<file path="src/rtl/instr_encoder_if.sv">
// rtl/instr_encoder_if.sv - instruction-field input stream and memory-write output stream bundle
interface instr_encoder_if #(
    parameter int ADDR_W = 10
);
    // Instruction fields from the loader
    logic              in_valid;
    logic              in_ready;
    logic              in_last;
    logic [6:0]        opcode;
    logic [4:0]        rd;
    logic [4:0]        rs1;
    logic [4:0]        rs2;
    logic [2:0]        funct3;
    logic [31:0]       imm;

    // Instruction-memory write port
    logic              out_valid;
    logic              out_ready;
    logic [ADDR_W-1:0] out_addr;
    logic [31:0]       out_data;

    // Loader / memory side
    modport master (
        output in_valid, in_last, opcode, rd, rs1, rs2, funct3, imm, out_ready,
        input  in_ready, out_valid, out_addr, out_data
    );

    // Encoder side
    modport slave (
        input  in_valid, in_last, opcode, rd, rs1, rs2, funct3, imm, out_ready,
        output in_ready, out_valid, out_addr, out_data
    );
endinterface

</file>
<file path="src/rtl/instr_encoder.sv">
// rtl/instr_encoder.sv - packs RV32I OP-IMM/BRANCH fields into words and streams them to instruction memory (optional INSTR_ENC_RANGE_CHECK_EN)
module instr_encoder #(
    parameter int ADDR_W = 10
) (
    input  logic              i_clk,
    input  logic              i_rst_n,
    input  logic              i_start,
    input  logic [ADDR_W-1:0] i_base_addr,
    instr_encoder_if.slave    bus,
    output logic [ADDR_W:0]   o_count,
    output logic              o_done,
    output logic              o_err
);

    localparam logic [6:0]        OP_IMM    = 7'b0010011;
    localparam logic [6:0]        OP_BRANCH = 7'b1100011;
    localparam logic [ADDR_W-1:0] ADDR_ONE  = 1;
    localparam logic [ADDR_W:0]   CNT_ONE   = 1;

    typedef enum logic [1:0] {
        S_IDLE = 2'd0,
        S_RUN  = 2'd1,
        S_ERR  = 2'd2
    } state_t;

    state_t            r_state;
    state_t            w_state_nxt;
    logic [ADDR_W-1:0] r_addr;
    logic              r_out_valid;
    logic [ADDR_W-1:0] r_out_addr;
    logic [31:0]       r_out_data;
    logic              r_last_pend;
    logic [ADDR_W:0]   r_count;
    logic              r_done;
    logic              r_err;

    logic              w_in_ready;
    logic              w_in_hs;
    logic              w_out_hs;
    logic              w_is_i;
    logic              w_is_b;
    logic              w_range_bad;
    logic              w_bad;
    logic              w_good;
    logic [31:0]       w_enc_i;
    logic [31:0]       w_enc_b;

    // Once the final word is registered, no more fields are taken until it drains.
    assign w_in_ready = (r_state == S_RUN) && !i_start && !r_last_pend
                        && (!r_out_valid || bus.out_ready);
    assign w_in_hs    = bus.in_valid && w_in_ready;
    assign w_out_hs   = r_out_valid && bus.out_ready;

    assign w_is_i = (bus.opcode == OP_IMM);
    assign w_is_b = (bus.opcode == OP_BRANCH);

`ifdef INSTR_ENC_RANGE_CHECK_EN
    // In range means every bit above the encodable field is a copy of the field's sign bit.
    assign w_range_bad = (w_is_i && !((&bus.imm[31:11]) || !(|bus.imm[31:11])))
                      || (w_is_b && (!((&bus.imm[31:12]) || !(|bus.imm[31:12])) || bus.imm[0]));
`else
    // Without the check, high immediate bits are simply truncated.
    logic w_unused_imm;
    assign w_unused_imm = &{1'b0, bus.imm[31:13]};
    assign w_range_bad  = 1'b0;
`endif

    assign w_bad  = w_in_hs && (!(w_is_i || w_is_b) || w_range_bad);
    assign w_good = w_in_hs && !w_bad;

    assign w_enc_i = {bus.imm[11:0], bus.rs1, bus.funct3, bus.rd, bus.opcode};
    assign w_enc_b = {bus.imm[12], bus.imm[10:5], bus.rs2, bus.rs1, bus.funct3,
                      bus.imm[4:1], bus.imm[11], bus.opcode};

    // State register.
    always_ff @(posedge i_clk or negedge i_rst_n) begin
        if (!i_rst_n) r_state <= S_IDLE;
        else          r_state <= w_state_nxt;
    end

    // Next state: start always restarts; errors trap until the next start.
    always_comb begin
        w_state_nxt = r_state;
        case (r_state)
            S_RUN: begin
                if (w_bad)                         w_state_nxt = S_ERR;
                else if (r_last_pend && w_out_hs)  w_state_nxt = S_IDLE;
            end
            default: ;
        endcase
        if (i_start) w_state_nxt = S_RUN;
    end

    // Output register: load a good word, empty on the memory handshake, drop on start.
    always_ff @(posedge i_clk or negedge i_rst_n) begin
        if (!i_rst_n) begin
            r_out_valid <= 1'b0;
            r_out_addr  <= '0;
            r_out_data  <= '0;
            r_last_pend <= 1'b0;
        end else if (i_start) begin
            r_out_valid <= 1'b0;
            r_last_pend <= 1'b0;
        end else if (w_good) begin
            r_out_valid <= 1'b1;
            r_out_addr  <= r_addr;
            r_out_data  <= w_is_b ? w_enc_b : w_enc_i;
            r_last_pend <= bus.in_last;
        end else if (w_out_hs) begin
            r_out_valid <= 1'b0;
            r_last_pend <= 1'b0;
        end
    end

    // Word address counter; wraps naturally at the counter width.
    always_ff @(posedge i_clk or negedge i_rst_n) begin
        if (!i_rst_n)     r_addr <= '0;
        else if (i_start) r_addr <= i_base_addr;
        else if (w_good)  r_addr <= r_addr + ADDR_ONE;
    end

    // Words written since start, plus the end-of-program pulse and sticky error.
    always_ff @(posedge i_clk or negedge i_rst_n) begin
        if (!i_rst_n) begin
            r_count <= '0;
            r_done  <= 1'b0;
            r_err   <= 1'b0;
        end else if (i_start) begin
            r_count <= '0;
            r_done  <= 1'b0;
            r_err   <= 1'b0;
        end else begin
            if (w_out_hs) r_count <= r_count + CNT_ONE;
            r_done <= r_last_pend && w_out_hs;
            if (w_bad) r_err <= 1'b1;
        end
    end

    assign bus.in_ready  = w_in_ready;
    assign bus.out_valid = r_out_valid;
    assign bus.out_addr  = r_out_addr;
    assign bus.out_data  = r_out_data;
    assign o_count       = r_count;
    assign o_done        = r_done;
    assign o_err         = r_err;

endmodule

</file>
<file path="src/flat_wrapper.sv">
// flat-port wrapper written by rule: the top's interface ports become plain ports
module instr_encoder_flat 
#(
    parameter int ADDR_W = 10
)
  (i_clk, i_rst_n, i_start, i_base_addr, o_count, o_done, o_err, bus_in_valid, bus_in_last, bus_opcode, bus_rd, bus_rs1, bus_rs2, bus_funct3, bus_imm, bus_out_ready, bus_in_ready, bus_out_valid, bus_out_addr, bus_out_data);
  instr_encoder_if #(.ADDR_W(ADDR_W)) bus_i ();
  input  logic i_clk;
  input  logic i_rst_n;
  input  logic i_start;
  input  logic [ADDR_W-1:0] i_base_addr;
  output logic [ADDR_W:0] o_count;
  output logic o_done;
  output logic o_err;
  input wire logic [$bits(bus_i.in_valid)-1:0] bus_in_valid;
  input wire logic [$bits(bus_i.in_last)-1:0] bus_in_last;
  input wire logic [$bits(bus_i.opcode)-1:0] bus_opcode;
  input wire logic [$bits(bus_i.rd)-1:0] bus_rd;
  input wire logic [$bits(bus_i.rs1)-1:0] bus_rs1;
  input wire logic [$bits(bus_i.rs2)-1:0] bus_rs2;
  input wire logic [$bits(bus_i.funct3)-1:0] bus_funct3;
  input wire logic [$bits(bus_i.imm)-1:0] bus_imm;
  input wire logic [$bits(bus_i.out_ready)-1:0] bus_out_ready;
  output wire logic [$bits(bus_i.in_ready)-1:0] bus_in_ready;
  output wire logic [$bits(bus_i.out_valid)-1:0] bus_out_valid;
  output wire logic [$bits(bus_i.out_addr)-1:0] bus_out_addr;
  output wire logic [$bits(bus_i.out_data)-1:0] bus_out_data;
  assign bus_i.in_valid = bus_in_valid;
  assign bus_i.in_last = bus_in_last;
  assign bus_i.opcode = bus_opcode;
  assign bus_i.rd = bus_rd;
  assign bus_i.rs1 = bus_rs1;
  assign bus_i.rs2 = bus_rs2;
  assign bus_i.funct3 = bus_funct3;
  assign bus_i.imm = bus_imm;
  assign bus_i.out_ready = bus_out_ready;
  assign bus_in_ready = bus_i.in_ready;
  assign bus_out_valid = bus_i.out_valid;
  assign bus_out_addr = bus_i.out_addr;
  assign bus_out_data = bus_i.out_data;
  instr_encoder #(.ADDR_W(ADDR_W)) u_core (.i_clk(i_clk), .i_rst_n(i_rst_n), .i_start(i_start), .i_base_addr(i_base_addr), .bus(bus_i), .o_count(o_count), .o_done(o_done), .o_err(o_err));
endmodule
</file>
<file path="config.mk">
export PLATFORM = sky130hd
export DESIGN_NAME = instr_encoder_flat
export DESIGN_NICKNAME = d
export VERILOG_FILES = /design/src/rtl/instr_encoder_if.sv /design/src/rtl/instr_encoder.sv /design/src/flat_wrapper.sv
export SDC_FILE = /design/constraint.sdc
export NUM_CORES = 1
export LEC_CHECK = 0
export CAP_MARGIN = 20
export CORE_ASPECT_RATIO = 0.8
export CORE_UTILIZATION = 42
export DETAILED_ROUTE_END_ITERATION = 12
export PLACE_DENSITY = 0.79
export SLEW_MARGIN = 10
export SYNTH_ARGS = -nofsm -noshare
export SYNTH_HDL_FRONTEND = slang
export SYNTH_SLANG_ARGS = --single-unit
</file>
<file path="constraint.sdc">
create_clock -name i_clk -period 1.85 [get_ports i_clk]
set_input_delay 0.37 -clock i_clk [delete_from_list [all_inputs] [get_ports i_clk]]
set_output_delay 0.37 -clock i_clk [all_outputs]
set_load 0.01 [all_outputs]
</file>
# ---- After elaboration in Yosys (flattened, before gate mapping)
# Index checks and enable logic that the tools add are counted.
dict set report totals {
  reg_bits 69
  latchBits 0
  ramBits 0
  mem_bits_ro 0
  in_bits 73
  wordCells 55
  n_memories 0
}
dict set report classes {
  n_addsub 2
  multipliers 0
  n_div 0
  n_lt_le_gt_ge 0
  n_eq_ne 3
  n_shift 0
  muxes 17
  bitwise_logic 1
  reduce_logical 23
}
# cell n
set op_table {}
lappend op_table {{two-way mux 32 bit} 1}
lappend op_table {{two-way mux 11 bit} 2}
lappend op_table {{two-way mux 10 bit} 2}
lappend op_table {{adder 11 x 1 -> 11 bit, second input constant} 1}
lappend op_table {{adder 10 x 1 -> 10 bit, second input constant} 1}
lappend op_table {{logical AND 1 bit} 8}
lappend op_table {{two-way mux 1 bit} 8}
lappend op_table {{two-way mux 2 bit} 4}
lappend op_table {{nonzero test 2 bit} 4}
lappend op_table {{equality test 7 x 5 -> 1 bit, second input constant} 1}
lappend op_table {{equality test 7 bit, second input constant} 1}
lappend op_table {{nonzero test 3 bit} 2}
lappend op_table {{zero test 1 bit} 5}
lappend op_table {{AND reduction 2 bit} 2}
lappend op_table {{equality test 2 x 1 -> 1 bit, second input constant} 1}
lappend op_table {{logical OR 1 bit} 2}
lappend op_table {{NOT 1 bit} 1}

# ---- Logic depth before layout (Yosys ltp)
dict set report logic_depth {
  word_depth 10
  ltp_mapped 8
  depth_no_buf 6
}

# ---- Least setup slack after synthesis
# Ideal clock, no wire load.
dict set report synth_path {
  kind {input -> register}
  from {input i_start}
  to {register u_core.r_addr[7]}
  arrival_ns 1.591
  required_ns 1.724
  path_slack_ns 0.134
  path_stages 6
  n_path_buf 1
  path_cell_list {buf_6 > nor4b_4 > o211a_1 > a21oi_1 > o21bai_1 > a221o_1}
}
dict set report synth_between {
  elab_chain_cells 9
  word_cells_on_any_way 10
  classes_between {1 x mux; 9 x reduce/logical}
}
# item line_no
set synth_lines {}
lappend synth_lines {{from (decl)} flat_wrapper.sv:10} ;# input logic i_start;
lappend synth_lines {{zero test 1 bit} instr_encoder.sv:49} ;# assign w_in_ready = (r_state == S_RUN) && !i_start && !r_last_pend
lappend synth_lines {{logical AND 1 bit (2 in series)} instr_encoder.sv:49}
lappend synth_lines {{logical AND 1 bit} instr_encoder.sv:50} ;# && (!r_out_valid || bus.out_ready);
lappend synth_lines {{logical AND 1 bit} instr_encoder.sv:51} ;# assign w_in_hs = bus.in_valid && w_in_ready;
lappend synth_lines {{logical AND 1 bit} instr_encoder.sv:68} ;# assign w_bad = w_in_hs && (!(w_is_i || w_is_b) || w_range_bad);
lappend synth_lines {{zero test 1 bit} instr_encoder.sv:69} ;# assign w_good = w_in_hs && !w_bad;
lappend synth_lines {{logical AND 1 bit} instr_encoder.sv:69}
lappend synth_lines {{nonzero test 2 bit (no source line)} -}
lappend synth_lines {{to (signal assigned)} instr_encoder.sv:118} ;# else if (i_start) r_addr <= i_base_addr;
lappend synth_lines {{to (signal assigned)} instr_encoder.sv:119} ;# else if (w_good) r_addr <= r_addr + ADDR_ONE;
lappend synth_lines {{to (decl)} instr_encoder.sv:28} ;# logic [ADDR_W-1:0] r_addr;
# Several ways; a longest one is shown, not always the timed one.
# A chain may end at the register's enable or synchronous reset.

# ---- Final worst setup path
dict set report layout_path {
  from {input bus_opcode[4]}
  to {register u_core.r_addr[6]}
}
dict set report layout_between {
  elab_chain_cells 7
  word_cells_on_any_way 8
  classes_between {2 x eq/ne; 6 x reduce/logical}
}
# item line_no
set layout_lines {}
lappend layout_lines {{from (decl)} flat_wrapper.sv:17} ;# input wire logic [$bits(bus_i.opcode)-1:0] bus_opcode;
lappend layout_lines {{equality test 7 x 5 -> 1 bit / equality test 7 bit (equally long branches)} {instr_encoder.sv:54, instr_encoder.sv:55}}
lappend layout_lines {{logical OR 1 bit *} instr_encoder.sv:68}
lappend layout_lines {{zero test 1 bit *} instr_encoder.sv:68}
lappend layout_lines {{logical AND 1 bit *} instr_encoder.sv:68}
lappend layout_lines {{zero test 1 bit *} instr_encoder.sv:69}
lappend layout_lines {{logical AND 1 bit *} instr_encoder.sv:69}
lappend layout_lines {{nonzero test 2 bit (no source line) *} -}
# Mark *: on every way between the ends. The rest lies on a longest branch, timed or not.

==> impl_metrics.yaml <==
worst_setup_path:
  startpoint_type: "input port"
  startpoint: "bus_opcode[4]"
  cp.depth: 8
  crit_chain: "clkdlybuf4s50_1 > and3b_2 > o21ai_2 > buf_4 > nor2_4 > buf_12 > a211o_1 > o211a_1"
  cp_top_family: "buffers and inverters"
  path_buf_inv: 3
  crit_end: "u_core.r_addr[6]"
  cp_slowest_cell: "clkdlybuf4s50_1"
  r2r_setup_slack_ns: 0.11
  crit_arrival_ns: 2.02
  r2r_end: "u_core.r_addr[5]"
  r2r_start: "u_core.r_last_pend"
  critPathMaxFanout: 13
  critPathMaxStageDelay_ns: 0.50
  path_class: "in2reg"
  crit_required_ns: 2.08
  r2r_cells: 6
  endpoint_kind: "flip-flop"
clock_network:
  htreeDepth: 3
  holdBufCountCts: 0
  cts-root-buf: "clkbuf_8"
  clkLatencyLatePin_ns: 0.34
  cts_tree: "yes"
  clk_pin_slew_ns: 0.08
  clock-sinks: 69
  clockBufferDepth: 2
  numCtsBuffers: 9
route:
  first_pass_iters: 4
  vias: 2702
  via_per_inst: 4.96
  ant_nets: 0
  drtIter0Drc: 135
  drt-total-wl_um: 7440
  drc: 0
  wl_per_cell_um: 13.7
floorplanning:
  num_io_pins: 130
  die_w_um: 97.4
  core_area_mm2: 0.00696
  die_y_um: 78.3
  start_util_pct: 43.9
  rows: 27
  dieArea_mm2: 0.00762
sta:
  tightest_slew_ns: 0.373
  finalHoldViolCount: 0
  setup_violations: 0
  max-slew-margin-rel_pct: 75.1
  clock.fmax_ghz: 0.559
  maxSlewViolCount: 0
  timing.hold.ws_ns: 0.0330
  fin_crit_ns: 1.79
  fin_crit_sh_pct: 96.6
  fin_skew_ns: 0.00986
placed_design:
  hpwl_um: 5330
  io_buffers: 110
  gp_congestion: 0.850
power:
  switchingPower_w: 0.000849
  p_int_w: 0.00255
  pwr_density_cell_mw_per_mm2: 722
  ir_drop_v: 0.000442
  pwr-share-clk_pct: 36.3
  switching_share_pct: 25.0
  p_seq_share_pct: 48.9
  p_leak_nw: 2.12
  comb_power_share_pct: 14.8
logic_synthesis:
  synth_fp_nets: 395
  synth_cells: 320
  synthTopCellsByArea: "dfrtp_1 57%, nand2_1 13%, mux2i_1 3.9%"
  synth_top_area_cell: "dfrtp_1"
  ys_ff_latch: 69
  ys.warnings.count: 0
  ys_seq_area_share_pct: 56.5
  syn_area_per_cell_um2: 9.55
  synthDistinctLibCells: 40
  syn_area_mm2: 0.00306
  synth_top_area_share_pct: 56.5
cells_and_area:
  diodes: 0
  final_nets: 529
  area_growth_pct: 53.8
  drive_gt1_share_pct: 12.9
  fillCellCount: 543
  final_util_pct: 67.5
min_path:
  hold_path_class: "in2async"
run:
  maxCapViolCount: 0
global_routing:
  grt_pass1_vias: 2602
  track_usage_pct: 20.5
  grt_overflow: 0
  grt_max_degree: 70
  grt_pass1_wl_um: 12400
  antenna_found_initial: 0
status:
  outcome: "finished clean"
-- power groups by stage --
stage / clock network, W / registers, W / logic [W]
floorplan: 0 / 0.00171 / 0.000127
global placement: 0 / 0.00168 / 0.000486
detailed placement: 0 / 0.00169 / 0.000498
CTS: 0.00126 / 0.00166 / 0.000498
global route: 0.00133 / 0.00167 / 0.000548
finish: 0.00123 / 0.00166 / 0.000503
-- sequential cells by signal, indices dropped and copies added, names as in the netlist --
name and cells:
u_core.bus.out_data 32, u_core.o_count 11, u_core.bus.out_addr 10, u_core.r_addr 10, u_core.r_state 2, u_core.bus.out_valid 1
u_core.o_done 1, u_core.o_err 1, u_core.r_last_pend 1
-- routing by layer --
metal	routed length, um	share of wire [%]	global-route usage, %	vias up
li1	-	-	-	1329
met1	3350	45	26.2	1270
met2	3510	47	33.1	85
met3	408	5.5	5.52	18
met4	174	2.3	8.53	0
met5	0	0	0	-
-- synthesized netlist by cell type --
cell type  instances
nor3_1             4
o31a_1             2
a21oi_1           10
nor4_2             1
inv_1              8
o211ai_1           1
o221a_2            1
and3b_1            1
nand3_2            1
mux2i_1           12
nor4b_4            1
o311a_1            1
clkbuf_1           9
ha_1               2
and2_1             6
o21ai_1            1
a221o_1            1
nand3_1           12
nor2_1            14
o211a_1            2
nand4_1            5
nor4_1             1
nor3b_1            1
or2_0              1
nand2b_1           5
xnor2_1            4
buf_6              1
a21o_1             1
o22a_1             1
nand2_1          103
dfrtp_1           69
buf_2              4
o21ai_0           22
and3_1             1
xor2_1             6
and4bb_2           1
a211o_1            1
buf_4              1
o21bai_1           1
nor2_2             1
-- per-stage QoR --
step / area [um^2] / worst slack, ns / total power (W) / cells / TNS (ns)
after floorplan: 3060 / 0.134 / 0.00184 / 320 / 0
after global placement: 4440 / -0.409 / 0.00217 / 529 / -14.30
after detailed placement: 4440 / -0.424 / 0.00218 / 529 / -14.69
after CTS: 4640 / 0.00652 / 0.00342 / 545 / 0
after global routing: 4700 / -0.0385 / 0.00355 / 545 / -0.0561
final: 4700 / 0.0622 / 0.00340 / 545 / 0
-- cell families after synthesis --
kind of cell | count (synthesis) | share of synthesized area [%]
buffers and inverters | 23 | 3.36
AOI/OAI and AO/OA | 45 | 8.97
muxes | 12 | 3.93
adders and majority gates | 2 | 0.819
and+or+nand+nor | 159 | 23.5
DFF | 69 | 56.5
xor gates and xnor gates | 10 | 2.87
-- cells in the final DEF (no fill, tap or decap), drive strengths merged, types with 2 or more instances in the layout --
cell type,count
a21oi,10
and2,6
buf,30
clkbuf,10
clkdlybuf4s50,106
clkinvlp,3
dfrtp,69
ha,2
inv,8
mux2i,12
nand2,103
nand2b,5
nand3,13
nand4,5
nor2,15
nor3,4
nor4,2
o211a,2
o21ai,23
o31a,2
xnor2,4
xor2,6
-- what timing repair did --
item / 4_1_cts / 5_1_grt
pin swaps: 2 / 3
endpoints found under the setup margin: 3 / 41
gates resized for setup: 6 / 13
buffers inserted: 1 / 0
-- cell type report --
class                   count  area, um^2  share of cell area, %
repair buffers            138        1350                   28.8
flip-flops and latches     69        1730                   36.7
clock inverters             5        61.3                   1.30
multi-input cells         228        1280                   27.3
inverters                   8        30.0                  0.639
clock buffers              10         138                   2.93
well taps                  87         109                   2.32
-- worst min path at each step --
stage	from	to	depth (start not counted)
2_1_floorplan	i_rst_n	u_core.bus.out_addr[0]	0
3_3_place_gp	i_rst_n	u_core.o_count[4]	2
3_5_place_dp	i_rst_n	u_core.o_count[7]	2
4_1_cts	i_rst_n	u_core.o_count[4]	2
5_1_grt	i_rst_n	u_core.o_count[3]	2
6_report	i_rst_n	u_core.o_count[3]	2
Note: power is estimated with default switching activity, not from simulation.
